$ cat src/rtl/seq_udiv16by8.sv
// Restoring unsigned divider, one quotient bit per clock: result after DW_N edges, divide-by-zero right after accept.
// Accepts only in IDLE; the result holds in DONE until out_ready, so the period is DW_N+2 cycles back-to-back.
module seq_udiv16by8 #(
  parameter int DW_N = 16,
  parameter int DW_D = 8
) (
  input  logic            clk,
  input  logic            rst_n,
  input  logic            in_valid,
  output logic            in_ready,
  input  logic [DW_N-1:0] dividend,
  input  logic [DW_D-1:0] divisor,
  output logic            out_valid,
  input  logic            out_ready,
  output logic [DW_N-1:0] quotient,
  output logic [DW_D-1:0] remainder,
  output logic            div_by_zero
);

  localparam int CW = (DW_N > 1) ? $clog2(DW_N) : 1;
  localparam logic [CW-1:0] LAST = CW'(DW_N - 1);

  typedef enum logic [1:0] {IDLE, BUSY, DONE} state_t;

  state_t          state_q;
  logic [DW_N-1:0] q_q, q_d;
  logic [DW_D-1:0] r_q, r_d;
  logic [DW_D-1:0] d_q;
  logic [CW-1:0]   cnt_q;
  logic [DW_N-1:0] quot_q;
  logic [DW_D-1:0] rem_q;
  logic            dbz_q;
  logic [DW_D:0]   t;
  logic            ge;

  // The restored remainder is always below the divisor, so R fits in DW_D bits;
  // only the trial value T needs the extra bit for the compare.
  always_comb begin
    t   = {r_q, q_q[DW_N-1]};
    ge  = (t >= {1'b0, d_q});
    r_d = ge ? (t[DW_D-1:0] - d_q) : t[DW_D-1:0];
    q_d = (q_q << 1) | DW_N'(ge);
  end

  always_ff @(posedge clk or negedge rst_n) begin
    if (!rst_n) begin
      state_q <= IDLE;
      q_q     <= '0;
      r_q     <= '0;
      d_q     <= '0;
      cnt_q   <= '0;
      quot_q  <= '0;
      rem_q   <= '0;
      dbz_q   <= 1'b0;
    end else begin
      case (state_q)
        IDLE: begin
          if (in_valid) begin
            if (divisor != '0) begin
              q_q     <= dividend;
              r_q     <= '0;
              d_q     <= divisor;
              cnt_q   <= '0;
              state_q <= BUSY;
            end else begin
              quot_q  <= '1;
              rem_q   <= dividend[DW_D-1:0];
              dbz_q   <= 1'b1;
              state_q <= DONE;
            end
          end
        end
        BUSY: begin
          q_q   <= q_d;
          r_q   <= r_d;
          cnt_q <= cnt_q + CW'(1);
          if (cnt_q == LAST) begin
            quot_q  <= q_d;
            rem_q   <= r_d;
            dbz_q   <= 1'b0;
            state_q <= DONE;
          end
        end
        DONE: begin
          if (out_ready) state_q <= IDLE;
        end
        default: state_q <= IDLE;
      endcase
    end
  end

  assign in_ready    = (state_q == IDLE);
  assign out_valid   = (state_q == DONE);
  assign quotient    = quot_q;
  assign remainder   = rem_q;
  assign div_by_zero = dbz_q;

endmodule

$ cat config.mk
export PLATFORM = sky130hd
export DESIGN_NAME = seq_udiv16by8
export DESIGN_NICKNAME = d
export VERILOG_FILES = /design/src/rtl/seq_udiv16by8.sv
export SDC_FILE = /design/constraint.sdc
export NUM_CORES = 1
export LEC_CHECK = 0
export CAP_MARGIN = 5
export CORE_MARGIN = 2
export CORE_UTILIZATION = 47
export CTS_CLUSTER_DIAMETER = 200
export DETAILED_ROUTE_END_ITERATION = 10
export PLACE_DENSITY = 0.75
export SYNTH_ARGS = -nofsm -noshare
export SYNTH_HDL_FRONTEND = slang
export SYNTH_SLANG_ARGS = --single-unit
$ cat constraint.sdc
create_clock -name clk -period 2.2 [get_ports clk]
set_input_delay 0.44 -clock clk [delete_from_list [all_inputs] [get_ports clk]]
set_output_delay 0.44 -clock clk [all_outputs]
set_load 0.05 [all_outputs]
; ---- Word-level counts from Yosys, hierarchy flattened
; Index checks and enable logic that the tools add are counted.
[word_totals]
register_bits = 63
inputBits = 28
out_inout_bits = 27
elab_cells = 54
[classes]
addsub = 2
order_cmp = 1
n_eq_ne = 8
mux = 27
bitwise = 1
n_reduce_logical = 7
[ops]
columns = op, n
row1 = 16-bit two-way mux, 5
row2 = 16-bit one-hot mux with 2 select lines, 2
row3 = 8-bit two-way mux, 6
row4 = 8-bit one-hot mux with 2 select lines, 2
row5 = 16-bit by 1-bit OR with 16-bit output, 1
row6 = 9-bit by 8-bit greater-or-equal comparator with 1-bit output, 1
row7 = 3-bit AND reduction, 3
row8 = 2-bit two-way mux, 4
row9 = 4-bit two-way mux, 2
row10 = 4-bit one-hot mux with 2 select lines, 1
row11 = 8-bit nonzero test, 1
row12 = 8-bit subtractor, 1
row13 = 2-bit inequality test (second input constant), 3
row14 = 2-bit one-hot mux with 3 select lines, 1
row15 = 4-bit by 1-bit adder with 4-bit output (second input constant), 1
row16 = 4-bit equality test (second input constant), 1
row17 = 2-bit by 1-bit inequality test with 1-bit output (second input constant), 2
row18 = 4-bit AND reduction, 1
row19 = 1-bit two-way mux, 3
row20 = 2-bit by 1-bit equality test with 1-bit output (second input constant), 1
row21 = 2-bit equality test (second input constant), 1
row22 = 2-bit logical NOT, 1
row23 = 1-bit one-hot mux with 2 select lines, 1
row24 = 2-bit nonzero test, 1

; ---- Longest topological paths before layout
; Gate-level depths: netlist of run 1.
[depth]
ltp_word = 4
mapped_depth = 9
depth_no_buf = 9

; ---- Worst setup path before layout of run 1
; Ideal clock, no wire load.
[synth_timing]
kind = reg-to-reg
from = register r_q[5]
to = register rem_q[2] (netlist: remainder[2])
setup_time_ns = 0.126
arrival_ns = 2.207
required_time_ns = 2.074
path_slack_ns = -0.133
stages_incl_launch_ff = 9
path_buffers = 1
period_less_slack_ns = 2.333
cell_sequence = dfrtp_1 > ha_1 > a21o_1 > a211o_1 > a41oi_2 > a21bo_1 > buf_6 > and3_1 > o32a_1
[synth_via]
elab_chain_cells = 4
[synth_lines]
columns = item, line_no
row1 = start: declaration, 27  ; logic [DW_D-1:0] r_q, r_d;
row2 = start signal: assignment, 75  ; r_q <= r_d;
row3 = 9-bit by 8-bit greater-or-equal comparator with 1-bit output, 40  ; ge = (t >= {1'b0, d_q});
row4 = 8-bit two-way mux, 41  ; r_d = ge ? (t[DW_D-1:0] - d_q) : t[DW_D-1:0];
row5 = 8-bit two-way mux, 77  ; if (cnt_q == LAST) begin
row6 = 8-bit one-hot mux with 2 select lines, 56  ; case (state_q)
row7 = end signal: assignment, 67  ; rem_q <= dividend[DW_D-1:0];
row8 = end signal: assignment, 79  ; rem_q <= r_d;
row9 = end: declaration, 31  ; logic [DW_D-1:0] rem_q;
; No other way between the ends. The select of a mux whose other input is x is not followed.
; A chain may end at the register's enable or synchronous reset.

; ---- Worst setup path in the final report of run 1
[layout_timing]
from = register r_q[5]
to = register rem_q[0] (netlist: remainder[0])
; Same word-level chain as after synthesis.

==> results of run 1 <==
worst reg2reg max path: cells and delay by family, from the launching register on:
family / cells / cell delay [ns]
mux: 1 / 0.31
fa+ha+maj: 1 / 0.25
flops: 1 / 0.43
compound gates: 5 / 1.17
kinds of logic (layout without fill, tap and decap cells):
family                     after synthesis  count (layout)
adders and majority gates               10              10
DFF                                     63              63
xor gates and xnor gates                 6               6
AOI/OAI and AO/OA                       79              80
muxes                                   15              15
and+or+nand+nor                        127             127
buffers and inverters                   28             130
timing repair:
action                                  CTS  global route
gates resized for setup                   8            19
setup buffers                             3             1
endpoints found under the setup margin   23            29
pin swaps                                 3             0
cloned                                    1             1
through the flow:
stage / hold slack, ns / total power (uW) / worst slack, ns / cell area (sq um)
global route: 0.156 / 8710 / -0.123 / 4400
finish: 0.118 / 8220 / -0.0505 / 4400
global placement: 0.449 / 6350 / -0.322 / 4040
detailed placement: 0.455 / 6530 / -0.334 / 4040
floorplan: 0.144 / 4890 / 0.00340 / 3080
CTS: 0.127 / 7900 / -0.0206 / 4330
power by group:
part	switching (uW)	internal [uW]
Sequential	409	1730
Combinational	2690	2220
Clock	491	674
Total	3590	4630
area by class of cell:
type / count / area [sq um] / area share (%)
clock inverter: 6 / 93.8 / 2.13
tap: 77 / 96.3 / 2.19
clock buffer: 10 / 138 / 3.13
sequential: 63 / 1580 / 35.8
timing repair buffer: 102 / 955 / 21.7
multi-input combinational: 238 / 1500 / 34.0
inverter: 12 / 45.0 / 1.02
registers in the layout (all words and copies together), names as in the netlist:
name	flops
d_q	8
q_q	16
r_q	8
cnt_q	4
div_by_zero	1
quotient	16
state_q	2
remainder	8
metal layers:
metal | part of all wire, % | vias to the layer above | GRT usage, %
met3 | 5.4 | 14 | 3.54
met2 | 51 | 121 | 39.2
li1 | - | 1344 | -
met4 | 1.8 | 0 | 8.37
met5 | 0 | - | 0
met1 | 42 | 1365 | 31.6
Yosys cell counts (2+ instances only):
library cell / count
and4_1: 2
a21o_1: 4
mux2_2: 8
a211o_1: 2
nand2b_1: 2
nand2_1: 82
o221ai_1: 4
o21ai_0: 29
inv_1: 12
o31ai_1: 2
xnor2_1: 3
clkbuf_1: 14
mux2i_1: 6
nand4_1: 2
or4_1: 2
a21oi_1: 9
a211oi_1: 2
nor2_1: 31
xor2_1: 3
dfrtp_1: 63
ha_1: 9
a31oi_1: 16
how the worst min path moves through the flow:
stage | to | slack [ns] | cells past startpoint
after detailed placement | quotient[8] | 0.45 | 2
after CTS | d_q[1] | 0.13 | 1
final | d_q[1] | 0.12 | 1
after global placement | quotient[3] | 0.45 | 2
after floorplan | cnt_q[0] | 0.14 | 0
after global routing | d_q[4] | 0.16 | 1
==> results.ini, run 1 <==
[sta]
final-setup-viol-count=6
skew_ns=0.00711
drv_slew=0
clock.fmax_mhz=444
finalHoldViolCount=0
worst_pin_slew_ns=0.650
max_slew_margin_pct=56.7
fin_crit_sh_pct=102
worst_slack_ns=-0.0505
fin_crit_ns=2.25
rsz0062_at_grt=true
tns_ns=-0.226

[critical_path]
critPathBufInv=0
critPathMaxFanout=5
path_class=reg -> reg
critPathMaxStageDelay_ns=0.43
cp-end-kind=flip-flop
critPathSlowestCell=dfrtp_1
r2r_cells=7
cp.required_ns=2.45
crit_end=remainder[0]
worstPathCellList=ha_4 -> a21o_1 -> a211o_1 -> a41oi_2 -> a21bo_4 -> mux2_4 -> a221oi_2
worst-path-stages=7
cp_data_arrival_time_ns=2.50
regToRegStartpoint=r_q[5]
critPathLaunchType=flip-flop
crit_family=compound AO/OA/AOI/OAI gates
rrSetupSlack_ns=-0.05
cp-startpoint=r_q[5]
r2r-end=remainder[0]

[cts]
ctsHoldBuffers=0
cts_inserted_buffers=9
cts_root_buf=clkbuf_8
cts_max_level=3
cts_tree=yes
cts_sinks=63
clock_latency_ns=0.35
clockBufferDepth=2
clkTransAtPathRegs_ns=0.07

[die]
rows=29
io_pins=55
die_w_um=84.8
start_util_pct=48.6
dieHeight_um=84.8
coreArea_sq_um=6310
fp.dieArea_sq_um=7190

[synthesis]
synth_edf_count=0
synth_ff_type=dfrtp_1
yosys.area_share.simple_pct=16.9
netlist.area_leader.share_pct=51.4
synth_top_area_cell=dfrtp_1
ys_seq_elements=63
synth-compound-area-share_pct=16.6
yosysWarnings=0
muxShareOfSynthArea_pct=5.39
synthArstFlopShare_pct=100
synth_area_leaders=dfrtp_1 51%, nand2_1 10%, o21ai_0 4.7%, nor2_1 3.8%, ha_1 3.7%
yosysUniqueCellTypes=43
avgSynthCellArea_sq_um=9.35
synthAdderAreaFrac_pct=4.32
synth_cells=328
synth.net_count=366
synth_xor_area_share_pct=1.71
yosysSeqAreaShare_pct=51.4
netlist_area_sq_um=3070
synth_top_family_by_area=simple AND/OR/NAND/NOR gates

[layout]
utilization_pct=69.7
layout_commonest_cell=nand2_1
stdcell_count=508
fill_cells=490
final_cell_mix=81 x nand2_1, 63 x dfrtp_1, 51 x clkdlybuf4s50_1
antenna_cells=0
area_growth_pct=43.5
drive_gt1_share_pct=23.0
nNetsFinal=464

[route]
routed_wl_mm=8.31
drt_iter0_drc=227
drc=0
wire_per_inst_um=16.3
vias_per_cell=5.60
firstDrtPassIters=5
vias=2844
ant_nets=0

[global_route]
grt_overflow=0
grt_pass1_vias=2677
antenna_found_initial=0
grtUsageTotal_pct=23.6
grt_first_pass_wirelength_mm=13.3
grt_max_degree=33

[power]
p_leak_uw=0.00206
peakVddDrop_mv=1.13
power_density_nw_per_um2=1870

[placed_design]
dp_hpwl_mm=5.67
portBuffers=54
placedCellCount=487
gp_congestion=0.883

[outcome]
violations=setup timing
outcome=complete, but fails checks

[run]
cap_viol_max_count=0

[hold_path]
min_path_type=in -> async

(Power assumes the default switching activity.)
==> run 2, diff against run 1 <==
Settings changed: CELL_PAD_IN_SITES_DETAIL_PLACEMENT set to 1, CELL_PAD_IN_SITES_GLOBAL_PLACEMENT set to 2, CORE_UTILIZATION 47 to 29, PLACE_DENSITY 0.75 to not set, PLACE_DENSITY_LB_ADDON set to 0.1.
==> run 2 against run 1 <==
Effect of this change:
- highest routed layer unchanged
- worst hold slack worse by 0.062 ns
- sequential cell count stayed put
- worst setup slack improved by 0.014 ns
- the flow still finishes with violations (setup timing)
- sequential share of layout area fell by 1.6 points
==> results.ini, run 2 (synthesized netlist as in run 1, its figures left out) <==
[outcome]
outcome=complete, but fails checks
violations=setup timing

[route]
drc=0  ; unchanged
wire_per_inst_um=16.4  ; +0.16%
drt_iter0_drc=45  ; -80%
ant_nets=0  ; unchanged
firstDrtPassIters=4  ; -1
routed_wl_mm=9.42  ; +13%
vias_per_cell=4.80  ; -14%
vias=2759  ; -3.0%

[critical_path]
cp.required_ns=2.45  ; about the same
rrSetupSlack_ns=-0.04  ; about the same
critPathLaunchType=flip-flop
critPathMaxFanout=7  ; +2
cp_data_arrival_time_ns=2.49  ; about the same
cp-end-kind=flip-flop
path_class=reg -> reg
regToRegStartpoint=d_q[6]
cp-startpoint=d_q[6]

[layout]
layout_commonest_cell=nand2_1
final_cell_mix=82 x nand2_1, 63 x dfrtp_1, 51 x clkdlybuf4s50_1, 51 x buf_4, 28 x nor2_1
fill_cells=1209  ; +150%
stdcell_count=575  ; +13%
drive_gt1_share_pct=26.4  ; +3.5 points
nNetsFinal=472  ; +1.7%
area_growth_pct=50.2
multi_input_area_sq_um=1560  ; +4.2%
area.sequential_sq_um=1580  ; unchanged
antenna_cells=0  ; unchanged

[cts]
clockBufferDepth=2  ; unchanged
ctsHoldBuffers=0  ; unchanged
clkTransAtPathRegs_ns=0.08  ; about the same
cts_inserted_buffers=9  ; unchanged
cts_root_buf=clkbuf_8
cts_tree=yes
cts_max_level=3  ; unchanged
cts_sinks=63  ; unchanged
clock_latency_ns=0.35  ; about the same

[sta]
fin_crit_ns=2.24  ; -0.0136 ns
skew_ns=0.00880  ; +0.00168 ns
finalHoldViolCount=0  ; unchanged
clock.fmax_mhz=447  ; +0.61%
drv_slew=0  ; unchanged
rsz0062_at_grt=true
fin_crit_sh_pct=102  ; -0.62 points
final-setup-viol-count=2  ; -4
worst_pin_slew_ns=0.513  ; -0.137 ns
tns_ns=-0.0511  ; +0.175 ns
whs_ns=0.0554  ; -0.0624 ns
max_slew_margin_pct=65.7  ; +9.0 points
worst_slack_ns=-0.0369  ; +0.0136 ns

[power]
finalPower_uw=8590  ; +4.5%
power_density_nw_per_um2=1860  ; -0.24%
peakVddDrop_mv=0.745  ; -34%
p_leak_uw=0.00211  ; +2.1%

[die]
coreArea_sq_um=10300  ; +63%
dieHeight_um=107  ; +26%
fp.dieArea_sq_um=11400  ; +59%
rows=37  ; +28%
io_pins=55  ; unchanged
die_w_um=107  ; +26%
start_util_pct=29.8  ; -19 points

[global_route]
grt_overflow=0  ; unchanged
grt_max_degree=38  ; +15%
grt_first_pass_wirelength_mm=15.6  ; +17%
antenna_found_initial=0  ; unchanged
grt_pass1_vias=2980  ; +11%
grtUsageTotal_pct=17.6  ; -6.0 points

[hold_path]
min_path_type=in -> async

[placed_design]
portBuffers=54  ; unchanged
dp_hpwl_mm=6.74  ; +19%
placedCellCount=552  ; +13%
gp_congestion=0.767  ; -13%

[run]
cap_viol_max_count=0  ; unchanged

-- run 2: changes by cell type in the layout (fill, tap and decap cells not counted), moves of 2 or more --
cell,change
o221ai_1,-2
mux2i_4,+2
clkinv_4,-3
buf_4,+8
nor2_4,+2
o221ai_2,+2
-- run 2: final cells by class --
cell class	instances	share of cell area [%]
Multi-Input combinational cell	237	33.8
Clock inverter	5	1.74
Timing Repair Buffer	111	22.3
Tap cell	136	3.69
Sequential cell	63	34.2
Inverter	12	0.978
Clock buffer	11	3.29
-- run 2: critical path, cell delays in order, from the launching register on --
cell and delay (ns):
dfrtp_1 0.39, inv_2 0.08, ha_4 0.20, a21o_1 0.15, a211o_1 0.28, a41oi_2 0.19
a21bo_4 0.30, mux2_4 0.33, a221oi_2 0.23
-- run 2: final timing paths --
check / endpoint / cells after the start
worst max-delay path: remainder[0] / 8
worst min-delay path: quotient[3] / 1
worst max register to register: remainder[0] / 8
worst min register to register: quotient[5] / 2
max in group asynchronous: r_q[2] / 2
min in group clk: quotient[5] / 2
-- run 2: power by group --
part           internal, uW  switching, uW
clock                   698            489
combinational          2440           2850
sequential             1730            383
-- run 2: layer usage --
| metal | GRT usage (%) | vias to the layer above | share of wire [%] |
|---|---|---|---|
| met5 | 0 | - | 0 |
| met4 | 6.68 | 0 | 1.6 |
| met3 | 2.80 | 13 | 2.9 |
| met2 | 27.8 | 50 | 47 |
| met1 | 24.5 | 1348 | 49 |
| li1 | - | 1348 | - |
-- run 2: metrics by stage --
step / util [%] / area (sq um) / setup WS, ns
5_1_grt: 44.8 / 4610 / -0.130
3_5_place_dp: 40.5 / 4160 / -0.402
2_1_floorplan: - / 3080 / 0.00340
3_3_place_gp: 40.5 / 4160 / -0.367
4_1_cts: 43.5 / 4470 / -0.0569
6_report: 44.8 / 4610 / -0.0369
-- run 2: repair_timing --
action                                  4_1_cts  5_1_grt
endpoints found under the setup margin       17       41
gates cloned                                  0        1
pin swaps                                     3        9
resized for setup                            13       29
buffers inserted                              3        4
==> run 3, diff against run 2 <==
Settings changed: CAP_MARGIN 5 to not set.
==> results of run 3 <==
No change in the layout: final DEF, timing and power equal those of run 2.
